--- src/rtl/calc_operand_sequencer.sv ---
// calc_operand_sequencer: captures operand A, then operand B plus opcode, from a shared
// switch bus. It offers them to the compute stage over a valid/ready handshake and
// counts completed transfers.
// Optional feature: define CALC_LOAD_EDGE_EN to turn a held load into a single rising-edge
// event. When undefined, every edge with load high is an event.
module calc_operand_sequencer #(
    parameter int unsigned bits    = 8,
    parameter int unsigned op_bits = 3
) (
    input  logic               clk,
    input  logic               rst_n,
    input  logic [bits-1:0]    din,
    input  logic [op_bits-1:0] op_in,
    input  logic               load,
    input  logic               clear,
    output logic [bits-1:0]    out_a,
    output logic [bits-1:0]    out_b,
    output logic [op_bits-1:0] out_op,
    output logic               out_valid,
    input  logic               out_ready,
    output logic [1:0]         state,
    output logic [7:0]         issue_cnt
);

    typedef enum logic [1:0] {
        StEmpty = 2'b00,
        StHaveA = 2'b01,
        StIssue = 2'b10,
        StBad   = 2'b11
    } state_e;

    state_e             state_q, state_d;
    logic [bits-1:0]    a_q, b_q;
    logic [op_bits-1:0] op_q;
    logic [7:0]         cnt_q;
    logic               load_evt;
    logic               xfer;

`ifdef CALC_LOAD_EDGE_EN
    logic load_q;

    // Previous load level for rising-edge detection; keeps tracking through clear.
    always_ff @(posedge clk or negedge rst_n) begin
        if (!rst_n) begin
            load_q <= 1'b0;
        end else begin
            load_q <= load;
        end
    end

    assign load_evt = load & ~load_q;
`else
    assign load_evt = load;
`endif

    // A transfer is counted even when clear lands on the same edge.
    assign xfer = (state_q == StIssue) & out_ready;

    // State register.
    always_ff @(posedge clk or negedge rst_n) begin
        if (!rst_n) begin
            state_q <= StEmpty;
        end else begin
            state_q <= state_d;
        end
    end

    // Next-state logic; clear overrides everything and the unused encoding recovers.
    always_comb begin
        state_d = state_q;
        if (clear) begin
            state_d = StEmpty;
        end else begin
            unique case (state_q)
                StEmpty: if (load_evt) state_d = StHaveA;
                StHaveA: if (load_evt) state_d = StIssue;
                StIssue: if (out_ready) state_d = StEmpty;
                default: state_d = StEmpty;
            endcase
        end
    end

    // Output decode: valid depends on state only, never on out_ready.
    always_comb begin
        out_valid = (state_q == StIssue);
        state     = state_q;
    end

    // Operand/opcode capture; values hold after a transfer until overwritten or cleared.
    always_ff @(posedge clk or negedge rst_n) begin
        if (!rst_n) begin
            a_q  <= '0;
            b_q  <= '0;
            op_q <= '0;
        end else if (clear) begin
            a_q  <= '0;
            b_q  <= '0;
            op_q <= '0;
        end else if (load_evt && state_q == StEmpty) begin
            a_q <= din;
        end else if (load_evt && state_q == StHaveA) begin
            b_q  <= din;
            op_q <= op_in;
        end
    end

    // Completed-transfer counter, wraps naturally at 8 bits.
    always_ff @(posedge clk or negedge rst_n) begin
        if (!rst_n) begin
            cnt_q <= 8'd0;
        end else if (xfer) begin
            cnt_q <= cnt_q + 8'd1;
        end
    end

    assign out_a     = a_q;
    assign out_b     = b_q;
    assign out_op    = op_q;
    assign issue_cnt = cnt_q;

endmodule

--- config.mk ---
export PLATFORM = sky130hd
export DESIGN_NAME = calc_operand_sequencer
export DESIGN_NICKNAME = d
export VERILOG_FILES = /design/src/rtl/calc_operand_sequencer.sv
export SDC_FILE = /design/constraint.sdc
export NUM_CORES = 1
export LEC_CHECK = 0
export BUFFER_PORTS_ARGS = -buffer_cell sky130_fd_sc_hd__buf_2
export CAP_MARGIN = 25
export CORE_MARGIN = 2
export CORE_UTILIZATION = 48
export DETAILED_ROUTE_END_ITERATION = 12
export PLACE_DENSITY_LB_ADDON = 0.08
export SLEW_MARGIN = 15
export SYNTH_ARGS = -nofsm -noshare
export SYNTH_HDL_FRONTEND = slang
export SYNTH_SLANG_ARGS = --single-unit
--- constraint.sdc ---
create_clock -name clk -period 1.9 [get_ports clk]
set_clock_uncertainty 0.15 [all_clocks]
set_input_delay 0.285 -clock clk [delete_from_list [all_inputs] [get_ports clk]]
set_output_delay 0.285 -clock clk [all_outputs]
set_load 0.05 [all_outputs]
* Yosys cells after proc, flatten, opt, wreduce, memory -nomap -nowiden
Index checks and enable logic that the tools add are counted.
** Storage, ports and cells
- Register bits after elaboration :: 29
- Latch bits :: 0
- Bits in writable memories :: 0
- ROM bits :: 0
- Bits of input ports :: 16
- Output and inout port bits :: 30
- Logic and storage cells :: 33
- Memories :: 0
** Operators by class
- Add/subtract/negate cells :: 1
- Multipliers :: 0
- Divide/modulo/power cells :: 0
- Order comparisons :: 0
- Eq/ne operators :: 6
- Shift operators :: 0
- Mux-type cells :: 13
- Bitwise gates (word level) :: 1
- Reduce and logical (&&, ||, !) cells :: 7
** Operators with widths (number)
- $mux W8 :: 5
- $mux W3 :: 3
- $add A8 B1 Y8 const B :: 1
- $mux W2 :: 4
- $ne A3 B3 Y1 const B :: 2
- $pmux W2 S3 :: 1
- $reduce_bool A2 Y1 :: 2
- $ne A3 B2 Y1 const B :: 1
- $reduce_and A3 Y1 :: 1
- $eq A2 B1 Y1 const B :: 1
- $eq A2 B2 Y1 const B :: 1
- $logic_and A1 B1 Y1 :: 2
- $logic_not A2 Y1 :: 1
- $ne A2 B2 Y1 const B :: 1
- $reduce_and A2 Y1 :: 1
- $and A1 B1 Y1 :: 1

* Depth between registers and ports, before layout
Gate-level depths: netlist of the first run.
- Word-level depth :: 5
- Mapped depth :: 4
- Depth with buffers taken out :: 3

* Least setup slack after synthesis of the first run
Ideal clock, no wire load.
- Kind :: flip-flop to flip-flop
- From :: reg state_q[0] (netlist: state[0])
- To :: reg cnt_q[1] (netlist: issue_cnt[1])
- Setup time :: 0.125 ns
- Data arrival time :: 1.550 ns
- Required time :: 1.625 ns
- Slack :: 0.076 ns
- Stages on the path, launching flop included :: 4
- Path buffers :: 0
- Clock period less this slack :: 1.824 ns
- Cell sequence :: dfrtp_1 -> and2b_2 -> nand2_1 -> mux2_2
** On the way
- Word-level cells in the longest chain between the ends :: 2
** Ends and longest elaborated chain
- start, declared :: line 32 : state_e state_q, state_d;
- start signal, assigned :: line 62 : state_q <= StEmpty;
- start signal, assigned :: line 64 : state_q <= state_d;
- $eq A2 B2 Y1
- net out_valid :: line 19 : output logic out_valid,
- $and A1 B1 Y1 :: line 57 : assign xfer = (state_q == StIssue) & out_ready;
- end signal, assigned :: line 112 : cnt_q <= cnt_q + 8'd1;
- end, declared :: line 35 : logic [7:0] cnt_q;
The timed path passes the listed nets, and every way through them passes these cells.
A chain may end at the register's enable or synchronous reset.

* Worst setup path after layout of the first run
- From :: reg state_q[0] (netlist: state[0])
- To :: out out_valid
** On the way
- Word-level cells in the longest chain between the ends :: 1
** Ends and longest elaborated chain
- $eq A2 B2 Y1 :: line 85 : out_valid = (state_q == StIssue);
- end, declared :: line 19
Every way passes these cells.

==> qor_table.md, run 1 <==
| Quantity | Reported |
| --- | --- |
| Cell family contributing the most delay on the critical path | flip-flops |
| RSZ-0062 raised after global routing | false |
| Commonest non-fill, non-tap cells in the layout | 45 x sky130_fd_sc_hd__buf_2, 29 x sky130_fd_sc_hd__dfrtp_1, 11 x sky130_fd_sc_hd__mux2i_1, 11 x sky130_fd_sc_hd__nor2_1, 9 x sky130_fd_sc_hd__mux2_2 |
| Drt via density | 4.88 |
| Internal power contribution | 0.000975 W |
| Count of standard-cell rows | 18 |
| Leading cell type in the layout, fill and taps excluded | sky130_fd_sc_hd__buf_2 |
| Via count | 883 |
| Setup-failing EPs final | 0 |
| Leak pwr | 0.899 nW |
| Hold violation count in the final report | 0 |
| RD Place Congestion | 0.716 |
| Flip-flop and latch count after synthesis | 29 |
| Count of final max-slew check failures | 0 |
| Slew at the pin closest to its max-slew limit | 0.622 ns |
| Crit Path Category | register to output pin |
| Number of distinct library cell variants in the gate-level netlist after synthesis | 22 |
| Combinational share of power | 28.6% |
| Post-synth ARST share | 100% |
| Detail-routed net length per standard cell | 12.7 microns |
| Critical-path cell with the highest stage delay | sky130_fd_sc_hd__dfrtp_1 |
| Post-cts gate resize count | 0 |
| Peak Freq | 577 MHz |
| Antenna violations before repair | 0 |
| # DRC | 0 |
| Met3 capacity usage during global routing | 8.06% |
| Largest stage delay, worst path | 0.45 ns |
| Worst reg-to-reg path cell count | 3 |
| Post-detailed-placement cell area | 1520 sq um |
| Reg2reg end | issue_cnt[1] |
| Final Net Count | 168 |
| Final worst path period need | 1.73 ns |
| Design Area, Final | 1580 sq um |
| Layout-stage area growth over the synthesis result | 26.2% |
| Die Outline Area | 3040 sq um |
| Synth Net Count | 115 |
| Aggregate negative setup slack | 0 ns |
| Worst Hold End | out_op[0] |
| Switching fraction of total power | 35.8% |
| Width of the chip | 55.1 microns |
| Cells after Synth | 98 |
| Max VDD drop | 0.758 mV |
| Dominant synthesized flop cell | sky130_fd_sc_hd__dfrtp_1 |
| Per-instance average area after synthesis | 12.8 sq um |
| Number of buffers on the longest clock path | 2 |
| Outcome | complete, no violations |
| First-pass GRT wire length | 3.50 mm |
| Arr. time, crit path | 1.30 ns |
| DRT iter0 DRCs | 8 |
| Clock share of power | 24.3% |
| Startpoint Class | register |
| Data required time of the critical path | 1.46 ns |
| Number of clock buffers inserted by TritonCTS | 5 |
| Port-buffer cells | 45 |
| Largest net degree at the start of global routing | 30 |
| Relative contribution of sequential cells to total power | 47.1% |
| Slew Limit Headroom | 58.5% |
| Max-cap check violation count | 0 |
| Cell Chain, Critical Path | and2b_2, buf_2 |
| Number of synthesized flops with an enable pin | 0 |
| GR Layer Usage met1 | 21.6% |
| Count of cells along the worst hold path | 3 |
| Antenna Diode Count | 0 |
| Netlist area before placement | 1250 sq um |
| Launch point of the worst reg-to-reg path | state[0] |
| Maximum level of the CTS H-tree | 2 |
| Element type at the critical path end | output pin |
| Critical path buffers and inverters | 1 |
| Proportion of layout cells with a drive suffix above 1 | 43.7% |
| Post-detailed-route count of antenna-violating nets | 0 |
| Boundary Pins | 46 |
| Final Power | 0.00152 W |
| Latest clock arrival within the worst-skew pair | 0.31 ns |
| Floorplan core area | 2480 sq um |
| GR Layer Usage met2 | 25.6% |
| Number of sinks on the clock net | 29 |
| Busiest grt layer | met2 |
| Maximum net fanout on the critical path | 6 |
| Share of the yosys chip area belonging to registers | 57.9% |
| Gr usage total | 17.3% |
| Worst hold path startpoint | op_in[0] |
| Number of global-route vias before repair | 777 |
| Share of the clock period used by the worst path after layout | 91.3% |
| Starting Density | 50.6% |
| Vert. Die Dim | 55.1 microns |
| Synth Warn # | 0 |
| PwrDens | 959 nW/um^2 |
| Overall routed net length | 2.31 mm |
| Type of the most critical hold path | input port to register |
| Clock edge transition at the registers on the reported setup and hold paths | 0.08 ns |
| Root Driver | sky130_fd_sc_hd__clkbuf_4 |
| Number of detailed-route iterations in the first pass | 3 |
| CTS tree | built |
| Internal reg-to-reg setup slack | 0.47 ns |
| Remaining Overflow, GRT | 0 |
| Switching pwr | 0.000543 W |
==> layer usage <==
metal	share of wire [%]	wire length, microns
met3	7.5	174
met2	46	1050
met4	1.7	40
met5	0	0
met1	45	1040
==> flip-flops by register name, summed over array words and instances (netlist names) <==
register and cells:
out_op 3, issue_cnt 8, out_b 8, out_a 8
state 2
==> logic make-up (layout without fill, tap and decap cells) <==
kind of cell | Yosys count | count (layout) | share of synthesized area (%)
xor+xnor | 8 | 8 | 5.59
flops | 29 | 29 | 57.9
compound gates | 1 | 1 | 0.399
buf+inv | 3 | 56 | 1.70
simple gates | 36 | 36 | 16.6
mux | 20 | 20 | 16.9
fa+ha+maj | 1 | 1 | 0.998
==> timing repair <==
item / in CTS / in global routing
hold buffers: 1 / 0
buffers inserted: 0 / 0
hold endpoints to repair: 29 / 0
==> power by group through the flow <==
stage | Sequential, W | Combinational, W | Clock, W
after detailed placement | 0.000728 | 0.000439 | 0
after global routing | 0.000724 | 0.000465 | 0.000418
final | 0.000715 | 0.000434 | 0.000369
after floorplan | 0.000920 | 0.000121 | 0
after global placement | 0.000724 | 0.000427 | 0
after CTS | 0.000716 | 0.000441 | 0.000380
==> stage by stage <==
| step | setup WS, ns | hold slack (ns) | utilization (%) | cells |
|---|---|---|---|---|
| finish | 0.166 | 0.0554 | 63.9 | 181 |
| global route | 0.0882 | 0.0386 | 63.9 | 181 |
| CTS | 0.145 | 0.0421 | 63.9 | 181 |
| detailed placement | 0.449 | 0.196 | 61.3 | 173 |
| global placement | 0.485 | 0.186 | 61.3 | 173 |
| floorplan | 0.0757 | -0.161 | - | 98 |
==> worst reg2reg max path, cell delays in order (launching register included) <==
cell and delay (ns):
sky130_fd_sc_hd__dfrtp_1 0.46, sky130_fd_sc_hd__and2b_2 0.27, sky130_fd_sc_hd__nand2_1 0.11, sky130_fd_sc_hd__mux2_2 0.34
==> how the worst max path moves through the flow <==
| stage | endpoint | depth (start not counted) | startpoint |
|---|---|---|---|
| 6_report | out_valid | 2 | state[0] |
| 5_1_grt | out_valid | 2 | state[0] |
| 4_1_cts | out_valid | 2 | state[0] |
| 3_5_place_dp | out_a[6] | 4 | load |
| 3_3_place_gp | out_a[7] | 4 | load |
| 2_1_floorplan | issue_cnt[1] | 3 | state[0] |
==> final cells by class <==
| class | count | area [sq um] |
|---|---|---|
| sequential | 29 | 726 |
| timing repair buffer | 49 | 258 |
| multi-input combinational | 66 | 507 |
| clock buffer | 7 | 55.1 |
| fill | 202 | 895 |
| tap | 30 | 37.5 |
==> synth_stat cells (2+ instances only) <==
cell | n | area [sq um]
sky130_fd_sc_hd__mux2i_1 | 11 | 110
sky130_fd_sc_hd__and2_1 | 2 | 12.5
sky130_fd_sc_hd__xnor2_1 | 8 | 70.1
sky130_fd_sc_hd__nor2b_1 | 8 | 50.1
sky130_fd_sc_hd__dfrtp_1 | 29 | 726
sky130_fd_sc_hd__nand4_1 | 3 | 18.8
sky130_fd_sc_hd__nor2_1 | 11 | 41.3
sky130_fd_sc_hd__nand2_1 | 2 | 7.51
sky130_fd_sc_hd__mux2_2 | 9 | 101
sky130_fd_sc_hd__buf_2 | 2 | 10.0
sky130_fd_sc_hd__nand3_1 | 2 | 10.0
Power figures use the tool's default switching activity.
==> run 2: changes to the inputs <==
Settings changed: ABC_AREA set to 1, CORE_UTILIZATION 48 to 49.
==> run 2 against run 1 <==
Core utilization increased by 1.1 points. Global-route usage increased by 3.3 points. Largest power group unchanged. Die area grew 4.0%. Worst hold slack worse by 0.012 ns. Sequential power is 1% lower. Register-to-register slack improved by 0.07 ns. Critical endpoint unchanged.
==> qor_table.md, run 2 <==
| Quantity | Reported | Delta |
| --- | --- | --- |
| Simple-Gate Fraction of Synth Area | 32.2% | was 16.6% |
| Post-synth top area share | 54.4% | was 57.9% |
| Sum of net half-perimeters after detailed placement | 2.09 mm |  |
| Setup-failing EPs final | 0 | unchanged |
| Boundary Pins | 46 | unchanged |
| Width of the chip | 56.2 microns | was 55.1 microns |
| Number of distinct library cell variants in the gate-level netlist after synthesis | 18 | was 22 |
| Vert. Die Dim | 56.2 microns | was 55.1 microns |
| Slew at the pin closest to its max-slew limit | 0.634 ns | was 0.622 ns |
| Share of the yosys chip area belonging to registers | 54.4% | was 57.9% |
| Count of cells along the worst hold path | 3 | unchanged |
| GR Layer Usage met1 | 28.8% | was 21.6% |
| Final Net Count | 226 | was 168 |
| Cts hold-fix bufs | 1 | unchanged |
| Port-buffer cells | 45 | unchanged |
| Worst hold path startpoint | op_in[2] | was op_in[0] |
| # DRC | 0 | unchanged |
| Combinational share of power | 24.6% | was 28.6% |
| CTS tree | built | unchanged |
| Cell Chain, Critical Path | inv_2, nor2_2, buf_2 | was and2b_2, buf_2 |
| Number of filler instances in the final layout | 229 | was 202 |
| Fraction of the mapped netlist area in adder cells | 0.937% | was 0.998% |
| Critical-path cell with the highest stage delay | sky130_fd_sc_hd__dfrtp_1 | unchanged |
| Synth Warn # | 0 | unchanged |
| Switching pwr | 0.000553 W | was 0.000543 W |
| Crit Path Category | register to output pin | unchanged |
| Dominant synthesized flop cell | sky130_fd_sc_hd__dfrtp_1 | unchanged |
| Post-CTS Setup Inserts | 0 | unchanged |
| Launch point of the worst reg-to-reg path | state[1] | was state[0] |
| Cells after Synth | 160 | was 98 |
| Sequential standard cell area | 726 sq um | unchanged |
| Cell type with the highest aggregate area in the netlist | sky130_fd_sc_hd__dfrtp_1 | unchanged |
| Internal reg-to-reg setup slack | 0.54 ns | was 0.47 ns |
| Critical path buffers and inverters | 2 | was 1 |
| # placed instances | 231 | was 173 |
| Number of buffers on the longest clock path | 2 | unchanged |
| Proportion of layout cells with a drive suffix above 1 | 30.5% | was 43.7% |
| Peak Freq | 560 MHz | was 577 MHz |
| RD Place Congestion | 0.751 | was 0.716 |
| Worst Hold End | out_op[2] | was out_op[0] |
| Leading cell type in the layout, fill and taps excluded | sky130_fd_sc_hd__nand2_1 | was sky130_fd_sc_hd__buf_2 |
| Arr. time, crit path | 1.35 ns | was 1.30 ns |
| Drt via density | 4.78 | was 4.88 |
| Element type at the critical path end | output pin | unchanged |
| Number of synthesized flops with an enable pin | 0 | unchanged |
| Post-detailed-placement cell area | 1560 sq um | was 1520 sq um |
| Number of sinks on the clock net | 29 | unchanged |
| Share of the clock period used by the worst path after layout | 93.9% | was 91.3% |
| Largest cells by area after synthesis | sky130_fd_sc_hd__dfrtp_1 54%, sky130_fd_sc_hd__nand2_1 18%, sky130_fd_sc_hd__nand3_1 6.7%, sky130_fd_sc_hd__inv_1 5.3%, sky130_fd_sc_hd__nor2_1 2.5% | was sky130_fd_sc_hd__dfrtp_1 58%, sky130_fd_sc_hd__mux2i_1 8.8%, sky130_fd_sc_hd__mux2_2 8.1%, sky130_fd_sc_hd__xnor2_1 5.6%, sky130_fd_sc_hd__nor2b_1 4.0% |
| Largest net degree at the start of global routing | 30 | unchanged |
| Clock share of power | 29.0% | was 24.3% |
| Number of global-route vias before repair | 1114 | was 777 |
| Post-detailed-route count of antenna-violating nets | 0 | unchanged |
| Number of detailed-route iterations in the first pass | 4 | was 3 |
| Gr usage total | 20.6% | was 17.3% |
| Post-synth ARST share | 100% | unchanged |
| Via count | 1147 | was 883 |
| Busiest grt layer | met1 | was met2 |
| Largest stage delay, worst path | 0.47 ns | was 0.45 ns |
| Overall routed net length | 2.81 mm | was 2.31 mm |
| Worst reg-to-reg path cell count | 5 | was 3 |
| Remaining Overflow, GRT | 0 | unchanged |
| Cell family contributing the most delay on the critical path | flip-flops | unchanged |
| Floorplan core area | 2520 sq um | was 2480 sq um |
| Mux cell area share after synthesis | 0% | was 16.9% |
| Max-cap check violation count | 0 | unchanged |
| GR Layer Usage met2 | 28.4% | was 25.6% |
| Maximum net fanout on the critical path | 4 | was 6 |
| Aggregate negative setup slack | 0 ns | unchanged |
| Largest family of logic cells by synthesized area | simple AND/OR/NAND/NOR gates | was multiplexers |
| Post-synth top cells | 63 x sky130_fd_sc_hd__nand2_1, 29 x sky130_fd_sc_hd__dfrtp_1, 19 x sky130_fd_sc_hd__inv_1 | was 29 x sky130_fd_sc_hd__dfrtp_1, 11 x sky130_fd_sc_hd__mux2i_1, 11 x sky130_fd_sc_hd__nor2_1 |
| Design Area, Final | 1640 sq um | was 1580 sq um |
| Post-cts gate resize count | 0 | unchanged |
| Reg2reg end | out_op[1] | was issue_cnt[1] |
| Layout-stage area growth over the synthesis result | 22.9% | was 26.2% |
| RSZ-0062 raised after global routing | false | unchanged |
| Per-instance average area after synthesis | 8.34 sq um | was 12.8 sq um |
| Number of cells in the finished layout apart from fillers | 240 | was 181 |
| Die Outline Area | 3160 sq um | was 3040 sq um |
| Antenna Diode Count | 0 | unchanged |
| PwrDens | 927 nW/um^2 | was 959 nW/um^2 |
| Startpoint Class | register | unchanged |
| Final worst path period need | 1.78 ns | was 1.73 ns |
| Antenna violations before repair | 0 | unchanged |
| Area occupied by multi-input gates | 489 sq um | was 507 sq um |
| Starting Density | 52.9% | was 50.6% |
| Leak pwr | 1.01 nW | was 0.899 nW |
| Flip-flop and latch count after synthesis | 29 | unchanged |
| Commonest non-fill, non-tap cells in the layout | 63 x sky130_fd_sc_hd__nand2_1, 45 x sky130_fd_sc_hd__buf_2, 29 x sky130_fd_sc_hd__dfrtp_1 | was 45 x sky130_fd_sc_hd__buf_2, 29 x sky130_fd_sc_hd__dfrtp_1, 11 x sky130_fd_sc_hd__mux2i_1, 11 x sky130_fd_sc_hd__nor2_1, 9 x sky130_fd_sc_hd__mux2_2 |
| Internal power contribution | 0.000968 W | was 0.000975 W |
| Root Driver | sky130_fd_sc_hd__clkbuf_4 | unchanged |
| Count of standard-cell rows | 18 | unchanged |
| Fraction of the mapped netlist area in compound gates | 0.843% | was 0.399% |
| Hold violation count in the final report | 0 | unchanged |
| Data required time of the critical path | 1.46 ns | about the same |
| Slew Limit Headroom | 57.7% | was 58.5% |
| Switching fraction of total power | 36.3% | was 35.8% |
| Relative contribution of sequential cells to total power | 46.4% | was 47.1% |
| First-pass GRT wire length | 5.01 mm | was 3.50 mm |
| Latest clock arrival within the worst-skew pair | 0.34 ns | was 0.31 ns |
| Clock edge transition at the registers on the reported setup and hold paths | 0.09 ns | was 0.08 ns |
| Detail-routed net length per standard cell | 11.7 microns | was 12.7 microns |
| Outcome | complete, no violations | unchanged |
| Netlist area before placement | 1340 sq um | was 1250 sq um |
| Xor/xnor share of the synthesized area | 2.62% | was 5.59% |
| Count of final max-slew check failures | 0 | unchanged |
| Met3 capacity usage during global routing | 8.84% | was 8.06% |
| Most frequent cell after synthesis | sky130_fd_sc_hd__nand2_1 | was sky130_fd_sc_hd__dfrtp_1 |
| Synth Net Count | 177 | was 115 |
| Type of the most critical hold path | input port to register | unchanged |
| Number of clock buffers inserted by TritonCTS | 5 | unchanged |
| Max VDD drop | 0.783 mV | was 0.758 mV |
| DRT iter0 DRCs | 41 | was 8 |
| Maximum level of the CTS H-tree | 2 | unchanged |
[run 2: kinds of logic (layout without fill, tap and decap cells)]
logic type / Yosys count / after routing
flip-flops: 29 / 29
buffers and inverters: 26 / 76
adder cells (fa/ha/maj): 1 / 1
AND/OR/NAND/NOR: 98 / 98
AO/OA/AOI/OAI: 2 / 2
XOR/XNOR: 4 / 4
[run 2: power by group through the flow]
stage	clock network (W)	registers, W	logic [W]
finish	0.000441	0.000705	0.000375
global route	0.000475	0.000713	0.000404
CTS	0.000453	0.000706	0.000379
detailed placement	0	0.000718	0.000377
global placement	0	0.000717	0.000372
floorplan	0	0.000892	0.000102
[run 2: tightest hold or removal path: stages]
cell and delay [ns]:
sky130_fd_sc_hd__buf_2 0.08, sky130_fd_sc_hd__nand3_1 0.06, sky130_fd_sc_hd__nand2_1 0.07
[run 2: routing by layer]
metal	part of all wire, %	routed length (microns)
met1	47	1320
met2	43	1220
met3	8.1	228
met4	1.6	46
met5	0	0
[run 2: worst max-delay path by stage]
stage / start / end / cells past startpoint
detailed placement: clear / out_op[2] / 6
global placement: state[1] / out_valid / 3
finish: state[1] / out_valid / 3
CTS: state[1] / out_valid / 3
floorplan: state[1] / issue_cnt[2] / 4
global route: state[1] / out_valid / 3
[run 2: layout make-up]
type,instances,area share (%)
clock buffer,7,3.97
clock inverter,1,0.305
inverter,22,5.03
multi-input combinational,105,29.8
sequential,29,44.2
tap,30,2.29
timing repair buffer,46,14.3
[run 2: per-stage QoR]
stage | hold slack (ns) | util, % | power (W) | worst slack, ns
floorplan | -0.161 | - | 0.000994 | 0.00549
global placement | 0.189 | 61.9 | 0.00109 | 0.506
detailed placement | 0.200 | 61.9 | 0.00109 | 0.447
CTS | 0.0422 | 65.0 | 0.00154 | 0.111
global route | 0.0381 | 65.0 | 0.00159 | 0.0452
finish | 0.0433 | 65.0 | 0.00152 | 0.116
==> run 3: changes to the inputs <==
Settings changed: ABC_AREA 1 to not set, CORE_UTILIZATION 49 to 50, CTS_BUF_LIST set to sky130_fd_sc_hd__clkbuf_8.
==> run 3 against run 2 <==
Non-clock buffer count increased by 1. Clock power increased by 25%. Sequential power rose by 2%. Final area is 0.84% lower. Sequential share of layout area rose by 0.37 points. Worst setup slack improved by 0.058 ns. Maximum frequency increased by 3.4%. Critical path depth is 1 lower. Worst hold slack improved by 0.063 ns. Core utilization grew 1.8 points. Largest power group unchanged. Combinational power up 16%.
==> qor_table.md, run 3 (synthesized netlist as in run 1, its figures left out) <==
| Quantity | Reported | Delta |
| --- | --- | --- |
| Detail-routed net length per standard cell | 14.2 microns | was 11.7 microns |
| Worst Hold End | out_op[1] | was out_op[2] |
| Number of clock buffers inserted by TritonCTS | 5 | unchanged |
| Outcome | complete, no violations | unchanged |
| Root Driver | sky130_fd_sc_hd__clkbuf_8 | was sky130_fd_sc_hd__clkbuf_4 |
| Area occupied by multi-input gates | 507 sq um | was 489 sq um |
| Antenna Diode Count | 0 | unchanged |
| Post-cts gate resize count | 0 | unchanged |
| Switching pwr | 0.000576 W | was 0.000553 W |
| Internal reg-to-reg setup slack | 0.40 ns | was 0.54 ns |
| Maximum level of the CTS H-tree | 2 | unchanged |
| Setup-failing EPs final | 0 | unchanged |
| Data required time of the critical path | 1.46 ns | about the same |
| Worst reg-to-reg path cell count | 4 | was 5 |
| Via count | 915 | was 1147 |
| Peak Freq | 579 MHz | was 560 MHz |
| First-pass GRT wire length | 4.13 mm | was 5.01 mm |
| Type of the most critical hold path | input port to register | unchanged |
| Number of sinks on the clock net | 29 | unchanged |
| Latest clock arrival within the worst-skew pair | 0.28 ns | was 0.34 ns |
| Combinational share of power | 25.6% | was 24.6% |
| Vert. Die Dim | 54.1 microns | was 56.2 microns |
| Leading cell type in the layout, fill and taps excluded | sky130_fd_sc_hd__buf_2 | was sky130_fd_sc_hd__nand2_1 |
| Switching fraction of total power | 33.8% | was 36.3% |
| Final Net Count | 166 | was 226 |
| Maximum net fanout on the critical path | 6 | was 4 |
| # DRC | 0 | unchanged |
| Number of detailed-route iterations in the first pass | 4 | unchanged |
| Sequential standard cell area | 726 sq um | unchanged |
| Sum of net half-perimeters after detailed placement | 1.84 mm | was 2.09 mm |
| Post-layout util | 66.9% | was 65.0% |
| Number of global-route vias before repair | 884 | was 1114 |
| Count of standard-cell rows | 18 | unchanged |
| Post-detailed-route count of antenna-violating nets | 0 | unchanged |
| Max-cap check violation count | 0 | unchanged |
| Reg2reg end | out_op[0] | was out_op[1] |
| Commonest non-fill, non-tap cells in the layout | 45 x sky130_fd_sc_hd__buf_2, 29 x sky130_fd_sc_hd__dfrtp_1, 11 x sky130_fd_sc_hd__mux2i_1, 11 x sky130_fd_sc_hd__nor2_1, 9 x sky130_fd_sc_hd__mux2_2 | was 63 x sky130_fd_sc_hd__nand2_1, 45 x sky130_fd_sc_hd__buf_2, 29 x sky130_fd_sc_hd__dfrtp_1 |
| Boundary Pins | 46 | unchanged |
| Post-CTS Setup Inserts | 0 | unchanged |
| Worst hold path startpoint | op_in[1] | was op_in[2] |
| Leak pwr | 0.919 nW | was 1.01 nW |
| Critical-path cell with the highest stage delay | sky130_fd_sc_hd__dfrtp_1 | unchanged |
| CTS tree | built | unchanged |
| Number of buffers on the longest clock path | 2 | unchanged |
| Antenna violations before repair | 0 | unchanged |
| Drt via density | 5.08 | was 4.78 |
| Crit path from | state[0] | was state[1] |
| Slew at the pin closest to its max-slew limit | 0.644 ns | was 0.634 ns |
| Clock share of power | 32.3% | was 29.0% |
| Layout-stage area growth over the synthesis result | 29.7% | was 22.9% |
| Element type at the critical path end | output pin | unchanged |
| Floorplan core area | 2430 sq um | was 2520 sq um |
| Arr. time, crit path | 1.29 ns | was 1.35 ns |
| Number of filler instances in the final layout | 219 | was 229 |
| Share of the clock period used by the worst path after layout | 90.8% | was 93.9% |
| Aggregate negative setup slack | 0 ns | unchanged |
| Cts hold-fix bufs | 1 | unchanged |
| Slew Limit Headroom | 57.1% | was 57.7% |
| Largest stage delay, worst path | 0.46 ns | was 0.47 ns |
| Final worst path period need | 1.73 ns | was 1.78 ns |
| Proportion of layout cells with a drive suffix above 1 | 44.0% | was 30.5% |
| Startpoint Class | register | unchanged |
| Relative contribution of sequential cells to total power | 42.1% | was 46.4% |
| Die Outline Area | 2920 sq um | was 3160 sq um |
| Internal power contribution | 0.00113 W | was 0.000968 W |
| DRT iter0 DRCs | 1 | was 41 |
| Count of cells along the worst hold path | 3 | unchanged |
| Largest net degree at the start of global routing | 30 | unchanged |
| Launch point of the worst reg-to-reg path | state[1] | unchanged |
| Hold violation count in the final report | 0 | unchanged |
| RD Place Congestion | 0.657 | was 0.751 |
| Starting Density | 51.5% | was 52.9% |
| Remaining Overflow, GRT | 0 | unchanged |
| PwrDens | 1050 nW/um^2 | was 927 nW/um^2 |
| Port-buffer cells | 45 | unchanged |
| Overall routed net length | 2.56 mm | was 2.81 mm |
| Width of the chip | 54.1 microns | was 56.2 microns |
| RSZ-0062 raised after global routing | false | unchanged |
| Crit Path Category | register to output pin | unchanged |
| Cell Chain, Critical Path | and2b_2, buf_2 | was inv_2, nor2_2, buf_2 |
| Max VDD drop | 0.739 mV | was 0.783 mV |
| Gr usage total | 21.2% | was 20.6% |
| Count of final max-slew check failures | 0 | unchanged |
| Clock edge transition at the registers on the reported setup and hold paths | 0.06 ns | was 0.09 ns |
## run 3: worst max-delay path: cells and delay by family, from the launching register on
family / cells / cell delay, ns
buf+inv: 1 / 0.27
flops: 1 / 0.46
simple gates: 1 / 0.29
## run 3: worst max-delay path by stage
stage	end	slack, ns
floorplan	issue_cnt[1]	0.08
global placement	out_a[3]	0.43
detailed placement	out_op[0]	0.42
CTS	out_valid	0.16
global route	out_valid	0.11
finish	out_valid	0.17
## run 3: area by class of cell
class,instances,share of cell area [%]
Sequential cell,29,44.6
Clock inverter,1,0.308
Tap cell,30,2.31
Multi-Input combinational cell,66,31.2
Timing Repair Buffer,47,15.7
Clock buffer,7,5.92
## run 3: power groups by stage
| stage | registers, W | clock network (W) | logic [W] |
|---|---|---|---|
| after global routing | 0.000726 | 0.000605 | 0.000470 |
| final | 0.000719 | 0.000550 | 0.000436 |
| after global placement | 0.000725 | 0 | 0.000428 |
| after detailed placement | 0.000729 | 0 | 0.000438 |
| after CTS | 0.000718 | 0.000570 | 0.000442 |
| after floorplan | 0.000920 | 0 | 0.000121 |
## run 3: routing by layer
layer	GRT usage (%)	share of wire, %
met5	0	0
met4	7.50	0.70
met3	10.3	6.8
met2	32.7	51
met1	25.7	42
## run 3: through the flow
step / std cells / power, W / hold WS (ns) / instance area [sq um] / setup WS, ns
after CTS: 180 / 0.00173 / 0.102 / 1630 / 0.163
after global placement: 171 / 0.00115 / 0.194 / 1520 / 0.433
after detailed placement: 171 / 0.00117 / 0.200 / 1520 / 0.420
after floorplan: 98 / 0.00104 / -0.161 / 1250 / 0.0757
after global routing: 180 / 0.00180 / 0.114 / 1630 / 0.111
final: 180 / 0.00170 / 0.107 / 1630 / 0.174
